`config.mk`:
```
export PLATFORM = sky130hd
export DESIGN_NAME = imem_arbiter_flat
export DESIGN_NICKNAME = d
export VERILOG_FILES = /design/src/rtl/imem_arbiter_if.sv /design/src/rtl/imem_arbiter.sv /design/src/flat_wrapper.sv
export SDC_FILE = /design/constraint.sdc
export NUM_CORES = 1
export LEC_CHECK = 0
export BUFFER_PORTS_ARGS = -buffer_cell sky130_fd_sc_hd__buf_2
export CAP_MARGIN = 10
export CORE_AREA = 2 2 105 107
export DETAILED_ROUTE_END_ITERATION = 12
export DIE_AREA = 0 0 107 109
export PLACE_DENSITY = 0.7
export SYNTH_ARGS = -nofsm -noshare
export SYNTH_HDL_FRONTEND = slang
export SYNTH_SLANG_ARGS = --single-unit
```
`constraint.sdc`:
```
create_clock -name clk -period 1.8 [get_ports clk]
set_input_delay 0 -clock clk [delete_from_list [all_inputs] [get_ports clk]]
set_output_delay 0 -clock clk [all_outputs]
set_load 0.05 [all_outputs]
```
`src/rtl/imem_arbiter_if.sv`:
```
// imem_arbiter_if: requester and SRAM-side signal bundle for imem_arbiter.
// slave  = arbiter side, master = requesters plus the SRAM model.
interface imem_arbiter_if #(
  parameter int AW = 32,
  parameter int DW = 32
);
  // fetch requester (read-only)
  logic          f_req;
  logic [AW-1:0] f_addr;
  logic          f_gnt;
  logic          f_rvalid;
  logic [DW-1:0] f_rdata;
  // loader / debug requester (read/write, optional burst lock)
  logic          l_req;
  logic          l_we;
  logic          l_lock;
  logic [AW-1:0] l_addr;
  logic [DW-1:0] l_wdata;
  logic          l_gnt;
  logic          l_rvalid;
  logic [DW-1:0] l_rdata;
  // SRAM port
  logic          mem_cs;
  logic          mem_oe;
  logic          mem_we;
  logic [AW-1:0] mem_addr;
  logic [DW-1:0] mem_din;
  logic [DW-1:0] mem_dout;
  // status
  logic          misalign;

  modport slave (
    input  f_req, f_addr,
    input  l_req, l_we, l_lock, l_addr, l_wdata,
    input  mem_dout,
    output f_gnt, f_rvalid, f_rdata,
    output l_gnt, l_rvalid, l_rdata,
    output mem_cs, mem_oe, mem_we, mem_addr, mem_din,
    output misalign
  );

  modport master (
    output f_req, f_addr,
    output l_req, l_we, l_lock, l_addr, l_wdata,
    output mem_dout,
    input  f_gnt, f_rvalid, f_rdata,
    input  l_gnt, l_rvalid, l_rdata,
    input  mem_cs, mem_oe, mem_we, mem_addr, mem_din,
    input  misalign
  );
endinterface

```
`src/rtl/imem_arbiter.sv`:
```
// imem_arbiter: single-port instruction SRAM arbiter between CPU fetch and
// the loader/debug port. Grants and SRAM controls are combinational; read
// data returns registered one cycle after the grant.
// Optional: define IMEM_ARB_STATS_EN to add the conflict_cnt output.
module imem_arbiter #(
  parameter int AW       = 32,
  parameter int DW       = 32,
  parameter int LOCK_MAX = 8
) (
  input  logic                clk,
  input  logic                rst_n,
  imem_arbiter_if.slave       bus
`ifdef IMEM_ARB_STATS_EN
  ,
  output logic [15:0]         conflict_cnt
`endif
);

  typedef enum logic {REQ_F = 1'b0, REQ_L = 1'b1} req_e;

  localparam logic [7:0] LOCK_MAX_C = 8'(LOCK_MAX);

  logic          f_gnt, l_gnt;
  logic          both, lock_hold, any_mis;
  req_e          last_q, last_d;
  logic [7:0]    lock_cnt_q, lock_cnt_d;
  logic          l_gnt_prev_q;
  logic          f_rvalid_q, l_rvalid_q, misalign_q;
  logic [DW-1:0] f_rdata_q, l_rdata_q;

  // Grant selection: lock keeps a bursting loader on, bounded by LOCK_MAX
  // while fetch waits; otherwise round-robin against the last winner.
  always_comb begin
    f_gnt     = 1'b0;
    l_gnt     = 1'b0;
    both      = bus.f_req & bus.l_req;
    lock_hold = bus.l_lock & l_gnt_prev_q;
    if (both) begin
      if (lock_hold) begin
        if (lock_cnt_q < LOCK_MAX_C) l_gnt = 1'b1;
        else                         f_gnt = 1'b1;
      end else if (last_q == REQ_L) begin
        f_gnt = 1'b1;
      end else begin
        l_gnt = 1'b1;
      end
    end else if (bus.f_req) begin
      f_gnt = 1'b1;
    end else if (bus.l_req) begin
      l_gnt = 1'b1;
    end
  end

  // Next arbitration state: last winner and locked-grant counter.
  always_comb begin
    last_d     = last_q;
    lock_cnt_d = lock_cnt_q;
    if (f_gnt)      last_d = REQ_F;
    else if (l_gnt) last_d = REQ_L;
    // Dropping l_lock or serving fetch ends the burst accounting.
    if (f_gnt || !bus.l_lock)
      lock_cnt_d = 8'd0;
    else if (l_gnt && lock_hold && bus.f_req)
      lock_cnt_d = lock_cnt_q + 8'd1;
  end

  // SRAM drive from the winner; all zero when idle.
  always_comb begin
    bus.mem_cs   = 1'b0;
    bus.mem_oe   = 1'b0;
    bus.mem_we   = 1'b0;
    bus.mem_addr = '0;
    bus.mem_din  = '0;
    if (f_gnt) begin
      bus.mem_cs   = 1'b1;
      bus.mem_oe   = 1'b1;
      bus.mem_addr = bus.f_addr;
    end else if (l_gnt) begin
      bus.mem_cs   = 1'b1;
      bus.mem_addr = bus.l_addr;
      if (bus.l_we) begin
        bus.mem_we  = 1'b1;
        bus.mem_din = bus.l_wdata;
      end else begin
        bus.mem_oe  = 1'b1;
      end
    end
  end

  // Misaligned accesses are still issued unmodified; only flagged.
  assign any_mis = (f_gnt & (|bus.f_addr[1:0])) | (l_gnt & (|bus.l_addr[1:0]));

  // Arbitration state registers.
  always_ff @(posedge clk or negedge rst_n) begin
    if (!rst_n) begin
      last_q       <= REQ_L;
      lock_cnt_q   <= 8'd0;
      l_gnt_prev_q <= 1'b0;
    end else begin
      last_q       <= last_d;
      lock_cnt_q   <= lock_cnt_d;
      l_gnt_prev_q <= l_gnt;
    end
  end

  // Read return: capture mem_dout at the grant edge, rvalid for one cycle;
  // rdata holds until that requester's next read.
  always_ff @(posedge clk or negedge rst_n) begin
    if (!rst_n) begin
      f_rvalid_q <= 1'b0;
      l_rvalid_q <= 1'b0;
      f_rdata_q  <= '0;
      l_rdata_q  <= '0;
      misalign_q <= 1'b0;
    end else begin
      f_rvalid_q <= f_gnt;
      l_rvalid_q <= l_gnt & ~bus.l_we;
      misalign_q <= any_mis;
      if (f_gnt)               f_rdata_q <= bus.mem_dout;
      if (l_gnt && !bus.l_we)  l_rdata_q <= bus.mem_dout;
    end
  end

  assign bus.f_gnt    = f_gnt;
  assign bus.l_gnt    = l_gnt;
  assign bus.f_rvalid = f_rvalid_q;
  assign bus.l_rvalid = l_rvalid_q;
  assign bus.f_rdata  = f_rdata_q;
  assign bus.l_rdata  = l_rdata_q;
  assign bus.misalign = misalign_q;

`ifdef IMEM_ARB_STATS_EN
  logic [15:0] conflict_q;

  // Saturating count of cycles where both requesters contend.
  always_ff @(posedge clk or negedge rst_n) begin
    if (!rst_n)                             conflict_q <= 16'd0;
    else if (both && conflict_q != 16'hFFFF) conflict_q <= conflict_q + 16'd1;
  end

  assign conflict_cnt = conflict_q;
`endif

endmodule

```
`src/flat_wrapper.sv`:
```
// flat-port wrapper written by rule: the top's interface ports become plain ports
module imem_arbiter_flat 
#(
  parameter int AW       = 32,
  parameter int DW       = 32,
  parameter int LOCK_MAX = 8
)
  (clk, rst_n, bus_f_req, bus_f_addr, bus_l_req, bus_l_we, bus_l_lock, bus_l_addr, bus_l_wdata, bus_mem_dout, bus_f_gnt, bus_f_rvalid, bus_f_rdata, bus_l_gnt, bus_l_rvalid, bus_l_rdata, bus_mem_cs, bus_mem_oe, bus_mem_we, bus_mem_addr, bus_mem_din, bus_misalign);
  imem_arbiter_if #(.AW(AW), .DW(DW)) bus_i ();
  input  logic clk;
  input  logic rst_n;
  input wire logic [$bits(bus_i.f_req)-1:0] bus_f_req;
  input wire logic [$bits(bus_i.f_addr)-1:0] bus_f_addr;
  input wire logic [$bits(bus_i.l_req)-1:0] bus_l_req;
  input wire logic [$bits(bus_i.l_we)-1:0] bus_l_we;
  input wire logic [$bits(bus_i.l_lock)-1:0] bus_l_lock;
  input wire logic [$bits(bus_i.l_addr)-1:0] bus_l_addr;
  input wire logic [$bits(bus_i.l_wdata)-1:0] bus_l_wdata;
  input wire logic [$bits(bus_i.mem_dout)-1:0] bus_mem_dout;
  output wire logic [$bits(bus_i.f_gnt)-1:0] bus_f_gnt;
  output wire logic [$bits(bus_i.f_rvalid)-1:0] bus_f_rvalid;
  output wire logic [$bits(bus_i.f_rdata)-1:0] bus_f_rdata;
  output wire logic [$bits(bus_i.l_gnt)-1:0] bus_l_gnt;
  output wire logic [$bits(bus_i.l_rvalid)-1:0] bus_l_rvalid;
  output wire logic [$bits(bus_i.l_rdata)-1:0] bus_l_rdata;
  output wire logic [$bits(bus_i.mem_cs)-1:0] bus_mem_cs;
  output wire logic [$bits(bus_i.mem_oe)-1:0] bus_mem_oe;
  output wire logic [$bits(bus_i.mem_we)-1:0] bus_mem_we;
  output wire logic [$bits(bus_i.mem_addr)-1:0] bus_mem_addr;
  output wire logic [$bits(bus_i.mem_din)-1:0] bus_mem_din;
  output wire logic [$bits(bus_i.misalign)-1:0] bus_misalign;
  assign bus_i.f_req = bus_f_req;
  assign bus_i.f_addr = bus_f_addr;
  assign bus_i.l_req = bus_l_req;
  assign bus_i.l_we = bus_l_we;
  assign bus_i.l_lock = bus_l_lock;
  assign bus_i.l_addr = bus_l_addr;
  assign bus_i.l_wdata = bus_l_wdata;
  assign bus_i.mem_dout = bus_mem_dout;
  assign bus_f_gnt = bus_i.f_gnt;
  assign bus_f_rvalid = bus_i.f_rvalid;
  assign bus_f_rdata = bus_i.f_rdata;
  assign bus_l_gnt = bus_i.l_gnt;
  assign bus_l_rvalid = bus_i.l_rvalid;
  assign bus_l_rdata = bus_i.l_rdata;
  assign bus_mem_cs = bus_i.mem_cs;
  assign bus_mem_oe = bus_i.mem_oe;
  assign bus_mem_we = bus_i.mem_we;
  assign bus_mem_addr = bus_i.mem_addr;
  assign bus_mem_din = bus_i.mem_din;
  assign bus_misalign = bus_i.misalign;
  imem_arbiter #(.AW(AW), .DW(DW), .LOCK_MAX(LOCK_MAX)) u_core (.clk(clk), .rst_n(rst_n), .bus(bus_i));
endmodule
```
==> metrics.cfg <==
[sta]
max_freq_ghz=0.4963
worstMarginPinSlew_ns=0.3093
setup_viol=106
fin_tns_setup_ns=-18.16
finalHoldViolCount=0
relSlewSlack=0.7938
rsz0062_at_grt=true
slew_violations=0
fin_skew_ns=0.009299
finalCritPeriodShare=1.119
layout_min_cycle_time_ns=2.015
timing.final.ws_setup_ns=-0.2148

[drt]
ant_nets=0
wl_per_cell_um=21.46
dr_total_vias=3797
dr.pass1.iters=4
drt_iter0_drc=246
routed_via_density=5.029
drc=0
finalWirelength_um=16200

[yosys]
synth_most_common_cell=dfrtp_1
ys_types=35
yosysTopAreaCell=dfrtp_1
synth_edf_count=0
netlist_top_cells_area=dfrtp_1 (53%), mux2_2 (19%), a22o_1 (7.7%)
syn_area_um2=3621
ys_top_cells_by_count=dfrtp_1 (76), mux2_2 (60), and3_1 (33), a22o_1 (32), clkbuf_1 (8)
ys_async_sr_fraction=1.000
synth-seq-cells=77
yosysTopAreaCellShare=0.5252
ys_seq_area_frac=0.5325
synth_warnings=0
syn_avg_cell_area_um2=13.03
synth_nets=413
postSynthCellCount=278
synth_top_flop_cell=dfrtp_1

[placement]
dpl.hpwl_um=10370
io_buffers=269
place.gp.congestion=0.8176
post-place-ws_ns=-0.09003

[setup_path]
crit_path_end_kind=output pin
ff2ff_path_depth=7
r2r_end=u_core.bus.l_rdata[22]$_DFFE_PN0P_
cp.arrival_ns=2.01
crit_path_start_kind=flip-flop
crit_required_ns=1.80
crit_type=flip-flop to output pin
rrSetupSlack_ns=-0.21
critPathMaxFanout=19
r2r-start=u_core.lock_cnt_q[3]$_DFFE_PN0P_

[status]
status=finished with violations
violations=setup timing

[power_and_ir_drop]
clkPwrFrac=0.213
power_frac_comb=0.475
swShare=0.4194
p_int_mw=3.998
ir_drop_uv=773.3
p_per_area_nw_per_um2=961.9
p_leak_nw=3.608
p_seq_frac=0.312
p_switching_mw=2.888
p_total_mw=6.886

[floorplanning]
die-area_um2=11660
num_rows=38
start_util=0.3415
core_area_um2=10600
ioPinCount=270
chipWidth_um=107
fp.dieH_um=109

[global_routing]
grt_pass1_vias=3891
grt_overflow_total=0
antenna_found_initial=1
grt_pass1_wl_um=21370
grtUsageTotal=0.2436
grt_max_degree=59

[layout]
drive_gt1_frac=0.7317
antenna_cells=0
syn2layout_area_growth_pct=97.72
final_util=0.6752
fin_nets=746

[clocking]
clock-root-buffer=clkbuf_8
cts_buffers=9
htree_levels=3
cts_tree=yes
ctsLongestPathBuffers=2
clock-sinks=77
insertion_delay_ns=0.34
clkTransAtPathRegs_ns=0.09

[job]
drv_cap=0

[min_path]
hold_path_class=primary input to asynchronous set/reset pin

==> critical path, stage by stage (launching register included) <==
cell,delay (ns)
dfrtp_1,0.40
and4bb_1,0.23
a21oi_4,0.20
a21o_4,0.18
inv_8,0.06
buf_12,0.15
a22o_2,0.28
buf_8,0.16
==> worst max path at each step <==
stage	start	end	slack, ns	cells after the start
global route	u_core.lock_cnt_q[3]$_DFFE_PN0P_	bus_mem_din[24]	-0.29	7
global placement	u_core.lock_cnt_q[7]$_DFFE_PN0P_	u_core.bus.l_rdata[13]$_DFFE_PN0P_	-0.03	5
CTS	u_core.lock_cnt_q[7]$_DFFE_PN0P_	bus_mem_addr[13]	-0.20	7
finish	u_core.l_gnt_prev_q$_DFF_PN0_	bus_mem_addr[8]	-0.21	7
floorplan	u_core.lock_cnt_q[3]$_DFFE_PN0P_	bus_mem_din[23]	-0.05	6
detailed placement	u_core.lock_cnt_q[6]$_DFFE_PN0P_	u_core.bus.l_rdata[5]$_DFFE_PN0P_	-0.09	5
==> area by class of cell <==
class                      instances  area, µm²
fill                             751       3443
clock buffer                       9      123.9
multi-input combinational        174       1933
sequential                        77       1928
clock inverter                     6      96.34
inverter                           5      28.78
tap                              140      175.2
timing repair buffer             344       2874
==> logic make-up (layout without fill, tap and decap cells) <==
family,count (synthesis),count (layout),synth area share
simple gates,55,55,0.09157
buf+inv,27,364,0.04561
flops,77,77,0.5325
mux,64,64,0.1990
fa+ha+maj,1,1,0.003455
compound gates,54,54,0.1279
==> power by group through the flow <==
stage                     combinational, mW  sequential, mW  clock, mW
after floorplan                       0.932            3.12          0
after global placement                 2.63            2.15          0
after detailed placement               2.66            2.17          0
after CTS                              3.09            2.14       1.49
after global routing                   3.38            2.18       1.58
final                                  3.27            2.15       1.47
==> flip-flops by register name, summed over array words and instances, names as in the netlist <==
name	cells
u_core.bus.f_rvalid	1
u_core.lock_cnt_q	8
u_core.bus.f_rdata	32
u_core.bus.l_rdata	32
u_core.l_gnt_prev_q	1
u_core.last_q	1
u_core.bus.misalign	1
u_core.bus.l_rvalid	1
==> metrics by stage <==
step,instances,cell area (µm²),hold slack (ns)
floorplan,278,3690,-0.2956
global placement,682,5341,-0.09701
detailed placement,682,5341,-0.09852
CTS,749,6785,0.05529
global route,755,7159,0.06641
finish,755,7159,0.07405
==> metal layers <==
layer	track usage	share of wire	up-vias
met5	0	0	-
met4	0.05473	0.021	0
li1	-	-	1703
met3	0.08308	0.081	22
met2	0.4117	0.49	176
met1	0.3032	0.41	1896
==> repair_timing <==
action                                  in CTS  in global routing
setup buffers                                9                  4
cloned                                       4                  5
pin swaps                                   10                 10
hold buffers                                39                  0
resized for setup                          190                 52
endpoints found under the hold margin      145                  0
endpoints found under the setup margin     102                135
==> cells in the final DEF (no fill, tap or decap), types with 2 or more instances in the layout <==
cell / Yosys / final
mux2_4: 0 / 29
or3_1: 4 / 2
o31ai_1: 2 / 2
buf_4: 1 / 14
a22o_1: 32 / 9
dfrtp_1: 76 / 76
o21ai_0: 6 / 5
inv_1: 3 / 3
buf_8: 0 / 30
and3_1: 33 / 9
buf_12: 0 / 14
or4_4: 0 / 2
a22o_2: 0 / 5
dlygate4sd3_1: 0 / 39
clkbuf_16: 0 / 5
nor2_1: 3 / 3
buf_16: 0 / 3
and3_2: 0 / 14
nand3_1: 2 / 2
bufinv_16: 0 / 2
nand2_1: 4 / 4
buf_6: 7 / 39
clkbuf_8: 0 / 9
mux2_2: 60 / 34
o211a_1: 2 / 2
a211oi_2: 0 / 5
a22o_4: 0 / 18
buf_2: 4 / 200
or3_4: 0 / 2
inv_8: 0 / 2
and3_4: 0 / 10
(Power assumes the default switching activity.)
